[src/rtl/cpu_pkg.sv]
// Shared types for the multicycle RISC sequencer: FSM states, IR field codes,
// datapath select encodings and instruction classes. STEP_WAIT exists only with SEQ_SINGLE_STEP_EN.
package cpu_pkg;

  localparam logic [2:0] OPC_LDR  = 3'b011;
  localparam logic [2:0] OPC_STR  = 3'b100;
  localparam logic [2:0] OPC_ALU  = 3'b101;
  localparam logic [2:0] OPC_MOV  = 3'b110;
  localparam logic [2:0] OPC_HALT = 3'b111;

  localparam logic [1:0] ALU_ADD = 2'b00;
  localparam logic [1:0] ALU_CMP = 2'b01;
  localparam logic [1:0] ALU_AND = 2'b10;
  localparam logic [1:0] ALU_MVN = 2'b11;

  localparam logic [1:0] MOV_SHIFT = 2'b00;
  localparam logic [1:0] MOV_IMM   = 2'b10;

  typedef enum logic [4:0] {
    S_RST,
    S_FETCH1,
    S_FETCH2,
    S_UPD_PC,
    S_DECODE,
    S_WB_IMM,
    S_GET_A,
    S_GET_B,
    S_EXEC,
    S_EXEC_A0,
    S_WB,
    S_CMP,
    S_ADD_IMM,
    S_LD_ADDR,
    S_MEM_RD,
    S_MEM_WB,
    S_GET_RD,
    S_PASS_B,
    S_MEM_WR,
    S_HALT
`ifdef SEQ_SINGLE_STEP_EN
    , S_STEP_WAIT
`endif
  } state_e;

  typedef enum logic [1:0] {
    RS_RM = 2'b00,
    RS_RD = 2'b01,
    RS_RN = 2'b10
  } reg_sel_e;

  typedef enum logic [1:0] {
    WB_C      = 2'b00,
    WB_PC     = 2'b01,
    WB_SXIMM8 = 2'b10,
    WB_MDATA  = 2'b11
  } wb_sel_e;

  typedef enum logic [1:0] {
    MEM_NONE  = 2'b00,
    MEM_READ  = 2'b01,
    MEM_WRITE = 2'b10
  } mem_cmd_e;

  typedef enum logic [3:0] {
    I_MOVI,
    I_MOVR,
    I_ALU,
    I_MVN,
    I_CMP,
    I_LDR,
    I_STR,
    I_HALT,
    I_NOP
  } iclass_e;

endpackage

[src/rtl/cpu_sequencer_decode.sv]
// Combinational instruction classifier: maps IR opcode/ALU_op to the path the sequencer follows.
module instr_class_decode
  import cpu_pkg::*;
(
  input  logic [2:0] opcode,
  input  logic [1:0] alu_op,
  output iclass_e    iclass
);

  always_comb begin
    iclass = I_NOP;
    case (opcode)
      OPC_MOV: begin
        if (alu_op == MOV_IMM)        iclass = I_MOVI;
        else if (alu_op == MOV_SHIFT) iclass = I_MOVR;
      end
      OPC_ALU: begin
        case (alu_op)
          ALU_ADD, ALU_AND: iclass = I_ALU;
          ALU_CMP:          iclass = I_CMP;
          ALU_MVN:          iclass = I_MVN;
          default:          iclass = I_NOP;
        endcase
      end
      OPC_LDR:  if (alu_op == ALU_ADD) iclass = I_LDR;
      OPC_STR:  if (alu_op == ALU_ADD) iclass = I_STR;
      OPC_HALT: iclass = I_HALT;
      default:  iclass = I_NOP;
    endcase
  end

endmodule

[src/rtl/cpu_sequencer.sv]
// Moore fetch/decode/execute sequencer for the simple RISC datapath and 1-cycle RAM.
// Optional single-step gate before each fetch: define SEQ_SINGLE_STEP_EN.
module cpu_sequencer
  import cpu_pkg::*;
#(
  parameter int ADDR_W = 9
) (
  input  logic       clk,
  input  logic       rst_n,
  input  logic [2:0] opcode,
  input  logic [1:0] ALU_op,
`ifdef SEQ_SINGLE_STEP_EN
  input  logic       step,
  output logic       waiting,
`endif
  output logic [1:0] reg_sel,
  output logic [1:0] wb_sel,
  output logic       w_en,
  output logic       en_A,
  output logic       en_B,
  output logic       en_C,
  output logic       en_status,
  output logic       sel_A,
  output logic       sel_B,
  output logic       load_pc,
  output logic       clear_pc,
  output logic       load_ir,
  output logic       load_addr,
  output logic       sel_addr,
  output logic [1:0] mem_cmd,
  output logic       halted
);

  // Only the strobes for the PC/address registers live here; the width is checked for sanity.
  if (ADDR_W < 1 || ADDR_W > 16) begin : g_bad_addr_w
    $error("cpu_sequencer: ADDR_W must be in 1..16");
  end

`ifdef SEQ_SINGLE_STEP_EN
  localparam state_e S_ENTRY = S_STEP_WAIT;
`else
  localparam state_e S_ENTRY = S_FETCH1;
`endif

  state_e  state_q, state_d;
  iclass_e iclass;

  instr_class_decode u_decode (
    .opcode (opcode),
    .alu_op (ALU_op),
    .iclass (iclass)
  );

  always_ff @(posedge clk or negedge rst_n) begin
    if (!rst_n) state_q <= S_RST;
    else        state_q <= state_d;
  end

  always_comb begin
    state_d   = S_RST;
    reg_sel   = RS_RM;
    wb_sel    = WB_C;
    w_en      = 1'b0;
    en_A      = 1'b0;
    en_B      = 1'b0;
    en_C      = 1'b0;
    en_status = 1'b0;
    sel_A     = 1'b0;
    sel_B     = 1'b0;
    load_pc   = 1'b0;
    clear_pc  = 1'b0;
    load_ir   = 1'b0;
    load_addr = 1'b0;
    sel_addr  = 1'b0;
    mem_cmd   = MEM_NONE;
    halted    = 1'b0;
`ifdef SEQ_SINGLE_STEP_EN
    waiting   = 1'b0;
`endif

    case (state_q)
      S_RST: begin
        load_pc  = 1'b1;
        clear_pc = 1'b1;
        state_d  = S_ENTRY;
      end
`ifdef SEQ_SINGLE_STEP_EN
      S_STEP_WAIT: begin
        waiting = 1'b1;
        state_d = step ? S_FETCH1 : S_STEP_WAIT;
      end
`endif
      S_FETCH1: begin
        sel_addr = 1'b1;
        mem_cmd  = MEM_READ;
        state_d  = S_FETCH2;
      end
      S_FETCH2: begin
        sel_addr = 1'b1;
        mem_cmd  = MEM_READ;
        load_ir  = 1'b1;
        state_d  = S_UPD_PC;
      end
      S_UPD_PC: begin
        load_pc = 1'b1;
        state_d = S_DECODE;
      end
      S_DECODE: begin
        case (iclass)
          I_MOVI:                      state_d = S_WB_IMM;
          I_MOVR, I_MVN:               state_d = S_GET_B;
          I_ALU, I_CMP, I_LDR, I_STR:  state_d = S_GET_A;
          I_HALT:                      state_d = S_HALT;
          default:                     state_d = S_ENTRY;
        endcase
      end
      S_WB_IMM: begin
        reg_sel = RS_RN;
        wb_sel  = WB_SXIMM8;
        w_en    = 1'b1;
        state_d = S_ENTRY;
      end
      S_GET_A: begin
        reg_sel = RS_RN;
        en_A    = 1'b1;
        state_d = (iclass == I_LDR || iclass == I_STR) ? S_ADD_IMM : S_GET_B;
      end
      S_GET_B: begin
        reg_sel = RS_RM;
        en_B    = 1'b1;
        if (iclass == I_CMP)                           state_d = S_CMP;
        else if (iclass == I_MOVR || iclass == I_MVN)  state_d = S_EXEC_A0;
        else                                           state_d = S_EXEC;
      end
      S_EXEC: begin
        en_C    = 1'b1;
        state_d = S_WB;
      end
      // Single-operand ops get their own execute state so sel_A stays a pure function of state.
      S_EXEC_A0: begin
        sel_A   = 1'b1;
        en_C    = 1'b1;
        state_d = S_WB;
      end
      S_WB: begin
        reg_sel = RS_RD;
        wb_sel  = WB_C;
        w_en    = 1'b1;
        state_d = S_ENTRY;
      end
      S_CMP: begin
        en_status = 1'b1;
        state_d   = S_ENTRY;
      end
      S_ADD_IMM: begin
        sel_B   = 1'b1;
        en_C    = 1'b1;
        state_d = S_LD_ADDR;
      end
      S_LD_ADDR: begin
        load_addr = 1'b1;
        state_d   = (iclass == I_LDR) ? S_MEM_RD : S_GET_RD;
      end
      S_MEM_RD: begin
        mem_cmd = MEM_READ;
        state_d = S_MEM_WB;
      end
      // Read data is valid one cycle after the request, so the read stays asserted here.
      S_MEM_WB: begin
        mem_cmd = MEM_READ;
        reg_sel = RS_RD;
        wb_sel  = WB_MDATA;
        w_en    = 1'b1;
        state_d = S_ENTRY;
      end
      S_GET_RD: begin
        reg_sel = RS_RD;
        en_B    = 1'b1;
        state_d = S_PASS_B;
      end
      S_PASS_B: begin
        sel_A   = 1'b1;
        en_C    = 1'b1;
        state_d = S_MEM_WR;
      end
      S_MEM_WR: begin
        mem_cmd = MEM_WRITE;
        state_d = S_ENTRY;
      end
      S_HALT: begin
        halted  = 1'b1;
        state_d = S_HALT;
      end
      default: state_d = S_RST;
    endcase
  end

endmodule
[config.mk]
export PLATFORM = sky130hd
export DESIGN_NAME = cpu_sequencer
export DESIGN_NICKNAME = d
export VERILOG_FILES = /design/src/rtl/cpu_pkg.sv /design/src/rtl/cpu_sequencer_decode.sv /design/src/rtl/cpu_sequencer.sv
export SDC_FILE = /design/constraint.sdc
export NUM_CORES = 1
export LEC_CHECK = 0
export ABC_AREA = 0
export CORE_ASPECT_RATIO = 1.2
export CORE_MARGIN = 10
export CORE_UTILIZATION = 40
export CTS_BUF_LIST = sky130_fd_sc_hd__clkbuf_4 sky130_fd_sc_hd__clkbuf_8 sky130_fd_sc_hd__clkbuf_16
export DETAILED_ROUTE_END_ITERATION = 12
export PLACE_DENSITY = 0.82
export REMOVE_ABC_BUFFERS = 1
export SETUP_SLACK_MARGIN = 0.5
export SYNTH_ARGS = -nofsm -noshare
export SYNTH_HDL_FRONTEND = slang
export SYNTH_SLANG_ARGS = --single-unit
[constraint.sdc]
create_clock -name clk -period 2 [get_ports clk]
set_input_delay 0.2 -clock clk [delete_from_list [all_inputs] [get_ports clk]]
set_output_delay 0.2 -clock clk [all_outputs]
set_load 0.02 [all_outputs]
==> metrics.md, run 1 <==
| Metric | Value |
|---|---|
| Clock-pin slew on the worst setup and hold paths | 0.07 ns |
| Class of the worst hold path | in2async |
| Critical path data required time | 1.80 ns |
| First drt pass iteration count | 5 |
| Worst rel slew slack | 0.767 |
| Unrepaired setup endpoints after global routing | yes |
| FMAX | about 540 MHz |
| Final critical path time including I/O delays and setup | ~1.8 ns |
| Sequential cell area | 130 µm² |
| Initial antenna violation count | 0 |
| Final Cycle Share | 0.921 |
| Worst Path Max Fanout | 5 |
| Synth warnings | 0 |
| Number of H-tree levels | 1 |
| Number of setup violations in the final report | 0 |
| DR DRC count | 0 |
| Library cells used by synthesis | 41 |
| Clock network latency to the later pin of the worst-skew pair | 0.27 ns |
| Floorplan core area | about 1800 µm² |
| Sum Neg Setup Slack | 0 ns |
| Via count of the first global-routing pass | 1122 |
| First-pass GRT wire length | around 5600 µm |
| Area used by multi-input combinational logic | 862 µm² |
| Number of standard cells after synthesis | 118 |
| Final setup margin | 0.158 ns |
| Number of max-cap violations | 0 |
| Number of port buffers | 25 |
| Worst setup path class | reg2out |
| Routed via count | 1337 |
| Fillers | 67 |
| Worst vdd ir | 1080 µV |
| Static Leakage | 0.727 nW |
| Pin count of the biggest net entering global routing | 15 |
| Starting Density | 0.419 |
| R2R cell count | 7 |
| Count of antenna-violating nets left after detailed routing | 0 |
| Dpl hpwl | 2030 µm |
| Data arrival at the endpoint of the critical path | 1.64 ns |
| Number of nets in the final layout | approximately 190 |
| Pwr dens | 1580 nW/µm² |
| Antenna diode count | 0 |
| Io pins | 26 |
| Sort of element at the start of the critical path | register |
| Clk_skew | 0.0131 ns |
| Total CTS buffers | 3 |
| Mean post-synth cell area | 6.50 µm² |
| Number of standard cells in the layout, taps in and fillers out | 196 |
| Cell row count | 17 |
| Status | complete, no violations |
| Chip Height | 68.0 µm |
| Number of design-rule violations left by the first detailed-router iteration | 129 |
| Cell chain of the critical path | buf_6 > nor2b_4 > nand3_1 > o31ai_1 > buf_4 |
| Area added between synthesis and finish | 121% |
| CTS root buf | sky130_fd_sc_hd__clkbuf_4 |
| Endpoint kind of the worst setup timing path | output pin |
| Via count normalized by instance count | 6.82 |
| Bufs on Longest Clock Path | 2 |
| Sink count of the clock tree | 5 |
| Leading cell types in the layout, fill and taps excluded | sky130_fd_sc_hd__buf_4 (30), sky130_fd_sc_hd__buf_6 (25), sky130_fd_sc_hd__nor2_1 (10) |
| Most flops, register | state_q |
| Worst-margin pin slew | 0.345 ns |
| Total routing usage reported by global routing | 0.177 |
| Full die area | 4080 µm² |
| Total instance count after detailed placement | 163 |
| Die span in x | 60.0 µm |
| Remaining Overflow, GRT | 0 |
| Final weighted congestion in routability-driven placement | 0.939 |
| Fraction of final layout cells sized beyond drive strength 1 | 0.644 |
| Top flop regs | state_q x5 |
| Most common cell after layout, fill and taps aside | sky130_fd_sc_hd__buf_4 |
| Final Power | 2.68 mW |
| Critical Path Max Stage Delay | 0.45 ns |
| Sum of routed wire length over all layers | between 4000 and 5000 µm |
| Max FFs per register | 5 |
| Post-synthesis instance area | 767 µm² |
| Critical path's slowest cell | sky130_fd_sc_hd__dfrtp_1 |
| DP Worst Slack | 0.0500 ns |
| Count of final hold-check violations | 0 |
| Final routed wire length divided by cell count | 24.9 µm |
| Fraction of the yosys area taken by sequential cells | 0.163 |
| Total count of max-transition violations in the final report | 0 |
| Register bit count reported by yosys | 5 |
| Number of hold-repair buffers added at the cts stage | 0 |
| CTS tree | yes |
layer usage:
metal | global-route usage | share of wire | up-vias
met5 | 0 | 0 | -
met4 | 0.135 | 0.078 | 0
met3 | 0.0222 | 0.11 | 47
met2 | 0.308 | 0.47 | 131
met1 | 0.189 | 0.33 | 613
li1 | - | - | 546
synthesized netlist by cell type (all sizes together):
cell type	instances	area, µm²
a211oi	1	7.51
a21boi	1	7.51
a21oi	7	35.0
a2bb2oi	1	8.76
a31o	1	8.76
a31oi	3	18.8
and3	1	6.26
and3b	1	8.76
and4b	1	10.0
buf	10	57.6
dfrtp	5	125
inv	2	7.50
mux2i	1	10.0
nand2	14	55.1
nand2b	6	37.5
nand3	3	15.0
nand4	2	12.5
nor2	19	73.8
nor2b	3	21.3
nor3	8	40.0
nor3b	3	22.5
nor4	1	6.26
nor4b	2	17.5
o2111ai	1	8.76
o211ai	1	7.51
o21ai	8	40.0
o221ai	1	8.76
o22ai	1	6.26
o2bb2ai	2	17.5
o31a	1	8.76
o31ai	1	7.51
o32a	1	10.0
or2	2	12.5
xnor2	3	26.3
cell type report:
class / count / share of cell area
Timing Repair Buffer: 65 / 0.376
Multi-Input combinational cell: 101 / 0.509
Inverter: 2 / 0.00591
Clock buffer: 4 / 0.0177
Sequential cell: 5 / 0.0769
Tap cell: 19 / 0.0140
path summary, 6_finish.rpt:
kind,startpoint,endpoint,slack (ns)
max,state_q[3],reg_sel[0],0.16
min,rst_n,state_q[2],0.15
max reg2reg,state_q[1],state_q[3],0.34
min reg2reg,state_q[4],state_q[2],0.88
max in group asynchronous,rst_n,state_q[0],1.62
min in group clk,opcode[2],state_q[1],0.47
logic make-up (layout without fill, tap and decap cells):
kind of cell | Yosys count | count (layout) | share of synthesized area
buffers and inverters | 12 | 71 | 0.0848
AOI/OAI and AO/OA | 31 | 31 | 0.263
DFF | 5 | 5 | 0.163
xor gates and xnor gates | 3 | 3 | 0.0343
muxes | 1 | 1 | 0.0131
and+or+nand+nor | 66 | 66 | 0.442
metrics by stage:
stage	hold WS (ns)	instance area, µm²	utilization
after floorplan	-0.0956	709	-
after global placement	0.439	1080	0.590
after detailed placement	0.448	1080	0.590
after CTS	0.181	1380	0.754
after global routing	0.140	1690	0.925
final	0.153	1690	0.925
report_power, final:
| group | internal [mW] | switching (mW) |
|---|---|---|
| Clock | 0.0904 | 0.0642 |
| Combinational | 1.11 | 1.17 |
| Sequential | 0.146 | 0.107 |
| Total | 1.35 | 1.34 |
critical path: cells and delay by family (launching register included):
| family | cells | cell delay [ns] |
|---|---|---|
| flops | 1 | 0.45 |
| buf+inv | 2 | 0.39 |
| compound gates | 1 | 0.14 |
| simple gates | 2 | 0.40 |
what timing repair did:
item                       CTS  global route
setup buffers               16            11
gates cloned                 1             1
pin swaps                   12            20
setup endpoints to repair   22            24
resized for setup          151            51
No activity file was read; power rests on OpenSTA's default activity.
==> run 2: changes to the inputs <==
--- a/config.mk
+++ b/config.mk
@@ -6,6 +6,7 @@
 export NUM_CORES = 1
 export LEC_CHECK = 0
 export ABC_AREA = 0
+export CAP_MARGIN = 10
 export CORE_ASPECT_RATIO = 1.2
 export CORE_MARGIN = 10
 export CORE_UTILIZATION = 40
@@ -14,6 +15,7 @@
 export PLACE_DENSITY = 0.82
 export REMOVE_ABC_BUFFERS = 1
 export SETUP_SLACK_MARGIN = 0.5
+export SKIP_LAST_GASP = 1
 export SYNTH_ARGS = -nofsm -noshare
 export SYNTH_HDL_FRONTEND = slang
 export SYNTH_SLANG_ARGS = --single-unit
==> results of run 2 <==
The final DEF is identical to that of run 1; final timing and power are the same.
